### src/rtl/bf_loop_ctrl.sv
// ----------------------------------------------------------------------------
// bf_loop_ctrl
//
// Loop-bracket controller for the brainfuck core. Decodes '[' and ']' from the
// decode stage, drives the return-address stack (push/pop strobes), skips
// forward over loops whose entry cell is zero, and issues one-cycle jump
// redirects to the fetch unit for loops that repeat.
//
// Ports
//   clk           : clock, all state updates on the rising edge
//   reset         : synchronous, active-low
//   instr_valid   : instruction presented this cycle
//   instr_ready   : controller can accept (low only during the jump cycle)
//   instr         : ASCII opcode; only '[' (0x5B) and ']' (0x5D) are acted on
//   instr_pc      : address of instr
//   cell_zero     : current data cell is zero (used only for brackets in RUN)
//   stack_push    : combinational strobe, write stack_wdata at this edge
//   stack_pop     : combinational strobe, drop the top entry at this edge
//   stack_wdata   : value pushed (always instr_pc)
//   stack_rdata   : current top of stack, reflects the previous edge
//   jump          : registered one-cycle redirect pulse
//   jump_pc       : redirect target, valid while jump is high
//   skipping      : high while skipping a zero-cell loop body
//   depth         : current stack occupancy (0 .. 2^DEPTH_W)
//   err_overflow  : sticky, stack full on push or skip counter saturated
//   err_underflow : sticky, ']' seen with an empty stack
// ----------------------------------------------------------------------------
module bf_loop_ctrl #(
    parameter int PC_W    = 16,
    parameter int DEPTH_W = 9
) (
    input  logic               clk,
    input  logic               reset,
    input  logic               instr_valid,
    output logic               instr_ready,
    input  logic [7:0]         instr,
    input  logic [PC_W-1:0]    instr_pc,
    input  logic               cell_zero,
    output logic               stack_push,
    output logic               stack_pop,
    output logic [PC_W-1:0]    stack_wdata,
    input  logic [PC_W-1:0]    stack_rdata,
    output logic               jump,
    output logic [PC_W-1:0]    jump_pc,
    output logic               skipping,
    output logic [DEPTH_W:0]   depth,
    output logic               err_overflow,
    output logic               err_underflow
);

    localparam logic [7:0]         OP_OPEN  = 8'h5B;
    localparam logic [7:0]         OP_CLOSE = 8'h5D;
    localparam logic [DEPTH_W:0]   CNT_ONE  = (DEPTH_W+1)'(1);
    localparam logic [DEPTH_W:0]   CNT_MAX  = '1;
    localparam logic [PC_W-1:0]    PC_ONE   = PC_W'(1);

    typedef enum logic [1:0] {
        ST_RUN  = 2'd0,
        ST_SKIP = 2'd1,
        ST_JUMP = 2'd2
    } state_t;

    state_t               state_q, state_d;
    logic [DEPTH_W:0]     depth_q, depth_d;
    logic [DEPTH_W:0]     skip_cnt_q, skip_cnt_d;
    logic [PC_W-1:0]      jump_pc_q, jump_pc_d;
    logic                 err_ovf_q, err_ovf_d;
    logic                 err_udf_q, err_udf_d;

    logic accept;
    logic is_open;
    logic is_close;
    logic stack_full;
    logic stack_empty;
    logic skip_last;
    logic skip_sat;

    // Acceptance is decoded straight from the state so it does not depend on
    // the instr_ready output process.
    assign accept      = instr_valid && (state_q != ST_JUMP);
    assign is_open     = (instr == OP_OPEN);
    assign is_close    = (instr == OP_CLOSE);
    // Occupancy never exceeds 2^DEPTH_W, so the top bit alone means full.
    assign stack_full  = depth_q[DEPTH_W];
    assign stack_empty = (depth_q == '0);
    assign skip_last   = (skip_cnt_q == CNT_ONE);
    assign skip_sat    = (skip_cnt_q == CNT_MAX);

    // ------------------------------------------------------------------
    // State register (plus datapath registers sharing the same reset)
    // ------------------------------------------------------------------
    // NOTE: clocked state uses non-blocking assignments so every register
    // samples the pre-edge values, independent of statement order.
    always_ff @(posedge clk) begin
        if (!reset) begin
            state_q    <= ST_RUN;
            depth_q    <= '0;
            skip_cnt_q <= '0;
            jump_pc_q  <= '0;
            err_ovf_q  <= 1'b0;
            err_udf_q  <= 1'b0;
        end else begin
            state_q    <= state_d;
            depth_q    <= depth_d;
            skip_cnt_q <= skip_cnt_d;
            jump_pc_q  <= jump_pc_d;
            err_ovf_q  <= err_ovf_d;
            err_udf_q  <= err_udf_d;
        end
    end

    // ------------------------------------------------------------------
    // Next-state logic
    // ------------------------------------------------------------------
    // NOTE: every combinational output gets a default before the case so no
    // path leaves it unassigned (which would infer a latch).
    always_comb begin
        state_d = state_q;
        case (state_q)
            ST_RUN: begin
                if (accept && is_open && cell_zero)
                    state_d = ST_SKIP;
                else if (accept && is_close && !cell_zero && !stack_empty)
                    state_d = ST_JUMP;
            end
            ST_SKIP: begin
                if (accept && is_close && skip_last)
                    state_d = ST_RUN;
            end
            ST_JUMP: state_d = ST_RUN;
            default: state_d = ST_RUN;
        endcase
    end

    // ------------------------------------------------------------------
    // Outputs
    // ------------------------------------------------------------------
    always_comb begin
        instr_ready = (state_q != ST_JUMP);
        jump        = (state_q == ST_JUMP);
        skipping    = (state_q == ST_SKIP);
        // Strobes are gated by reset so the stack RAM never moves while the
        // controller is being reset.
        stack_push  = reset && (state_q == ST_RUN) && accept && is_open
                      && !cell_zero && !stack_full;
        stack_pop   = reset && (state_q == ST_RUN) && accept && is_close
                      && cell_zero && !stack_empty;
    end

    // ------------------------------------------------------------------
    // Datapath next values
    // ------------------------------------------------------------------
    always_comb begin
        depth_d    = depth_q;
        skip_cnt_d = skip_cnt_q;
        jump_pc_d  = jump_pc_q;
        err_ovf_d  = err_ovf_q;
        err_udf_d  = err_udf_q;

        if (stack_push)
            depth_d = depth_q + CNT_ONE;
        else if (stack_pop)
            depth_d = depth_q - CNT_ONE;

        if (state_q == ST_RUN && accept) begin
            if (is_open) begin
                if (cell_zero)
                    skip_cnt_d = CNT_ONE;
                else if (stack_full)
                    err_ovf_d = 1'b1;
            end else if (is_close) begin
                if (stack_empty)
                    err_udf_d = 1'b1;
                else if (!cell_zero)
                    // Resume at the instruction after the matching '['.
                    jump_pc_d = stack_rdata + PC_ONE;
            end
        end

        if (state_q == ST_SKIP && accept) begin
            if (is_open) begin
                if (skip_sat)
                    err_ovf_d = 1'b1;
                else
                    skip_cnt_d = skip_cnt_q + CNT_ONE;
            end else if (is_close) begin
                // The matching ']' takes the count from 1 to 0 on exit.
                skip_cnt_d = skip_cnt_q - CNT_ONE;
            end
        end
    end

    assign stack_wdata   = instr_pc;
    assign jump_pc       = jump_pc_q;
    assign depth         = depth_q;
    assign err_overflow  = err_ovf_q;
    assign err_underflow = err_udf_q;

endmodule
### config.mk
export PLATFORM = sky130hd
export DESIGN_NAME = bf_loop_ctrl
export DESIGN_NICKNAME = d
export VERILOG_FILES = /design/src/rtl/bf_loop_ctrl.sv
export SDC_FILE = /design/constraint.sdc
export NUM_CORES = 1
export LEC_CHECK = 0
export ABC_AREA = 1
export ABC_CLOCK_PERIOD_IN_PS = 4700
export BUFFER_PORTS_ARGS = -buffer_cell sky130_fd_sc_hd__buf_2
export CAP_MARGIN = 20
export CORE_UTILIZATION = 30
export CTS_CLUSTER_SIZE = 14
export DETAILED_ROUTE_END_ITERATION = 16
export PLACE_DENSITY = 0.59
export SLEW_MARGIN = 20
export SYNTH_ARGS = -nofsm -noshare
export SYNTH_HDL_FRONTEND = slang
export SYNTH_SLANG_ARGS = --single-unit
### constraint.sdc
create_clock -name clk -period 4.7 [get_ports clk]
set_input_delay 0.94 -clock clk [delete_from_list [all_inputs] [get_ports clk]]
set_output_delay 0.94 -clock clk [all_outputs]
set_load 0.02 [all_outputs]
# Word-level counts from Yosys, hierarchy flattened
# Cells that the tools add are included.
# word_totals
regBits	40
input_bits	44
output_inout_bits	49
# classes
n_addsub	5
n_eq_ne	9
n_mux	20
bitwise_logic	3
reduce_logical	26
# op_table
op	n
2-to-1 mux 10 bit	9
adder 10 x 1 -> 10 bit (second input constant)	2
subtractor 10 x 1 -> 10 bit (second input constant)	2
logical AND 1 bit	17
adder 16 x 1 -> 16 bit (second input constant)	1
equality test 8 x 7 -> 1 bit (second input constant)	2
equality test 10 x 1 -> 1 bit (second input constant)	1
equality test 10 bit (second input constant)	1
zero test 10 bit	1
2-to-1 mux 1 bit	7
2-to-1 mux 2 bit	3
AND reduction 5 bit	1
case mux 2 bit (2 select lines)	1
AND reduction 4 bit	1
zero test 1 bit	3
!= test 3 bit (second input constant)	1
inverter 1 bit	3
equality test 2 x 1 -> 1 bit (second input constant)	1
equality test 2 bit (second input constant)	1
zero test 2 bit	1
!= test 2 x 1 -> 1 bit (second input constant)	1
!= test 2 bit (second input constant)	1
AND reduction 2 bit	1
nonzero test 2 bit	1

# Depth between registers and ports, before layout
# depth
depth_word	8
mapped_depth	17
mapped_depth_nobuf	17

# Least setup slack after synthesis
# No wires, ideal clock.
# synth_timing
kind	input port to flip-flop
from	input port instr[6]
to	register depth_q[6], in the netlist depth[6]
setup_time_ns	0.070
arrival_time_ns	3.067
t_required_ns	4.630
path_slack_ns	1.563
path_stages	16
n_path_buf	0
path_cell_list	nand2_1 -> inv_1 -> nand2_2 -> inv_1 -> nand2_1 -> nor3_1 -> nand2_1 -> inv_1 -> fa_1 -> o21ai_0 -> nand2_1 -> nor2_1 -> nor2_1 -> nand2_1 -> nand2_1 -> a21oi_1
# synth_between
elab_chain_cells	5
elab_cells_between_ends	10
# synth_lines
element	line	text
start, declared	36	input logic [7:0] instr,
equality test 8 x 7 -> 1 bit *	81	assign is_open = (instr == OP_OPEN);
logical AND 1 bit *	144	stack_push = reset && (state_q == ST_RUN) && accept && is_open
logical AND 1 bit * (2 in series)	145	&& !cell_zero && !stack_full;
net stack_push	39	output logic stack_push,
2-to-1 mux 10 bit / nonzero test 2 bit (equally long branches)	n/a	
end signal, assigned	104	depth_q <= depth_d;
end, declared	64	logic [DEPTH_W:0] depth_q, depth_d;
# Mark *: on every way through the listed nets, which the timed path passes. The rest lies on a longest branch.
# A chain may end at the register's enable or synchronous reset.

# Worst setup path in the final report
# layout_timing
from	input port instr[2]
to	output port stack_push
# layout_between
elab_chain_cells	4
# layout_lines
element	line
equality test 8 x 7 -> 1 bit	81
logical AND 1 bit	144
logical AND 1 bit (2 in series)	145
end, declared	39
# Every way passes these cells.

==> parameters.txt <==
Parameter                              Value

Outcome
  Status ... complete, no violations

STA
  Achievable frequency ... roughly 290 MHz
  Minimum clock period after layout ... between 3 and 4 ns
  Final critical-path share of the clock period ... 0.725
  Unrepaired setup endpoints after global routing ... no
  Setup TNS after final layout ... 0 ns
  Max-slew violation total from the final report ... 0
  Final hold slack ... 0.472 ns
  Measured slew at the worst slew-check pin ... 0.518 ns
  Relative slew slack ... 0.654
  Number of endpoints failing setup at the final stage ... 0
  Worst Skew ... slightly below 0.009 ns
  Count of endpoints failing hold in the final timing report ... 0

Drt
  Via count of the routed design ... 3015
  Antenna Violating Nets Remaining ... 0
  Total detailed-routing wirelength ... about 7.6 mm
  Mean number of vias per cell ... roughly 4.8
  Iteration-0 DRC Markers ... approximately 110
  DRC violation count after routing ... 0
  Average wire per cell in the routed design ... about 12 um
  Number of optimization iterations in the first detailed-route pass ... 4

Layout
  Post-route core utilization ... 0.352
  Share of final-layout standard cells stronger than drive strength 1 ... 0.186
  Diodes inserted ... 0
  Number of standard cells in the layout, taps in and fillers out ... roughly 630
  Area overhead of the layout relative to synthesis ... 13.7%
  Highest-count cells in the layout ignoring fill and taps ... nand2_1, buf_2, nor2_1, inv_1, a21oi_1
  Most common library cell in the layout ignoring fill and taps ... nand2_1
  Final-stage net count ... 557

GRT
  Via count of the first global-routing pass ... between 2000 and 3000
  Wire length of the first global-routing pass ... between 10 and 15 mm
  All-layer global routing usage ... 0.152
  Antenna violations before repair ... 0
  GRT overflow ... 0
  Largest net degree at the start of global routing ... 34

Clocking
  H-tree levels ... 2
  Max Buffers Root-to-Sink ... 2
  CTS tree ... built
  Number of buffers inserted by post-CTS setup repair ... 0
  Number of sinks handled by clock tree synthesis ... 40
  TritonCTS Buffers ... 5
  Quantity of gates resized following cts ... 0
  Clock Root Buffer ... clkbuf_8
  Insertion delay of the later-clocked pin in the worst-skew pair ... 0.29 ns
  Clock-pin transition on the worst setup and hold timing paths ... approximately 0.08 ns
  Hold-fix buffers at CTS ... 0

Die
  Number of I/O pins ... 93
  Initial standard-cell utilization of the core ... 0.309
  Number of rows in the core area ... 36
  Chip height ... approximately 100 um
  Floorplan Core Area ... slightly below 10000 sq um
  Die Footprint ... between 10000 and 15000 sq um
  Die X-Extent ... 102 um

Synth
  Share of the synthesized area in the top cell type ... 0.266
  Synthesized area ... roughly 3000 sq um
  Top cell type by total area after synthesis ... dfxtp_1
  Post-synthesis instance total ... 457
  Cells taking the most area after synthesis ... dfxtp_1, nand2_1, a21oi_1
  Ys Warns ... 0
  Mean instance size in the synthesized netlist ... around 6.6 sq um
  Seq/Total Area, Yosys ... 0.266
  Number of distinct standard cells referenced by the synthesized netlist ... 37
  Seq cells post-synth ... 40
  Post-synthesis net count ... 514

Setup path
  Peak per-stage delay on the critical path ... roughly 0.31 ns
  Largest fanout on the critical path ... 10
  Worst Path Class, Setup ... in -> out
  Standard cell with the maximum stage delay on the critical path ... nand2_1
  Arrival time of data at the critical path endpoint ... roughly 2.5 ns
  CP most frequent cell ... nand2_1
  CP Launch Type ... input pin
  Cell chain of the critical path ... buf_2 -> inv_1 -> nand2_1 -> nor2_1 -> nand2_1 -> nor3_1 -> nand2_1 -> inv_1 -> buf_2
  Kind of capture point of the worst setup path ... output pin
  Data required time of the critical path ... about 3.8 ns

Placement
  Final HPWL from detailed placement ... 5.68 mm
  IO Port Bufs ... 60
  Final RePlAce weighted congestion ... just under 0.9
  Cells after DPL ... 626

Pwr
  IR drop worst, VDD ... 105 uV
  Power density over the cells ... ~200 nW/um^2
  Leakage power of the design ... ~1.7 nW

Min path
  HP Class ... reg -> reg

Flow run
  Maxcap violations ... 0
-- report_power, final --
part	internal (W)	switching (W)	leakage [nW]
Combinational	0.0000189	0.0000292	1.30
Sequential	0.000339	0.000000143	0.322
Clock	0.000157	0.000132	0.0541
Total	0.000515	0.000161	1.68
-- cell type report --
class / instances / area (sq um)
Inverter: 53 / 200
Clock buffer: 5 / 68.8
Timing Repair Buffer: 62 / 315
Fill cell: 1116 / 6310
Clock inverter: 3 / 42.5
Sequential cell: 40 / 801
Multi-Input combinational cell: 338 / 1830
Tap cell: 133 / 166
-- flip-flops by register name (all words and copies together), names as in the netlist --
signal	count
state_q	2
skip_cnt_q	10
err_overflow	1
jump_pc	16
depth	10
err_underflow	1
-- metrics by stage --
step                power (W)  instance area [sq um]  worst slack [ns]
floorplan            0.000391                   3010              1.56
global placement     0.000395                   3310              1.23
detailed placement   0.000395                   3310              1.10
CTS                  0.000688                   3420              1.27
global route         0.000708                   3420              1.02
finish               0.000676                   3420              1.29
-- worst max-delay path, delay by kind of cell --
| family | cells | cell delay [ns] |
|---|---|---|
| buffers and inverters | 4 | 0.56 |
| and+or+nand+nor | 5 | 0.97 |
-- synthesized netlist by cell type --
cell type and count:
buf_2 3, or2_2 1, nand3b_4 1, buf_4 19
nor3_2 2, inv_1 49, buf_6 1, dfxtp_1 40
inv_2 3, nand4_1 9, clkinv_2 1, a41oi_1 1
a21o_1 1, xor2_1 14, o21ai_4 1, nor3b_1 2
nor2_1 50, and2_1 1, a31oi_1 2, nor2_4 3
nand3_1 39, nand2_2 3, nand2_1 88, ha_1 12
nor3_4 1, o21ai_0 27, o22ai_1 1, fa_1 1
clkbuf_1 3, o21bai_1 1, nor2_2 5, o21ai_2 1
a21oi_1 41, o21ai_1 14, xnor2_1 9, nor3_1 6
nand2_4 1
-- per-layer routing --
metal  track usage  share of wire
met1         0.189           0.46
met2         0.260           0.48
met3        0.0267          0.041
met4        0.0582          0.016
met5             0              0
-- kinds of logic after synthesis --
kind of cell | share of synthesized area
simple gates | 0.325
compound gates | 0.159
buf+inv | 0.126
flops | 0.266
xor+xnor | 0.0669
fa+ha+maj | 0.0565
-- final timing paths --
kind | depth (start not counted) | slack, ns | to | start
hold reg to reg | 2 | 0.47 | err_underflow$_SDFFE_PN0P_ | err_underflow$_SDFFE_PN0P_
hold / removal | 2 | 0.47 | err_underflow$_SDFFE_PN0P_ | err_underflow$_SDFFE_PN0P_
setup / recovery | 9 | 1.29 | stack_push | instr[2]
setup reg to reg | 13 | 1.91 | depth[6]$_SDFFE_PN0P_ | state_q[0]$_SDFFE_PN0P_
(Power assumes the default switching activity.)
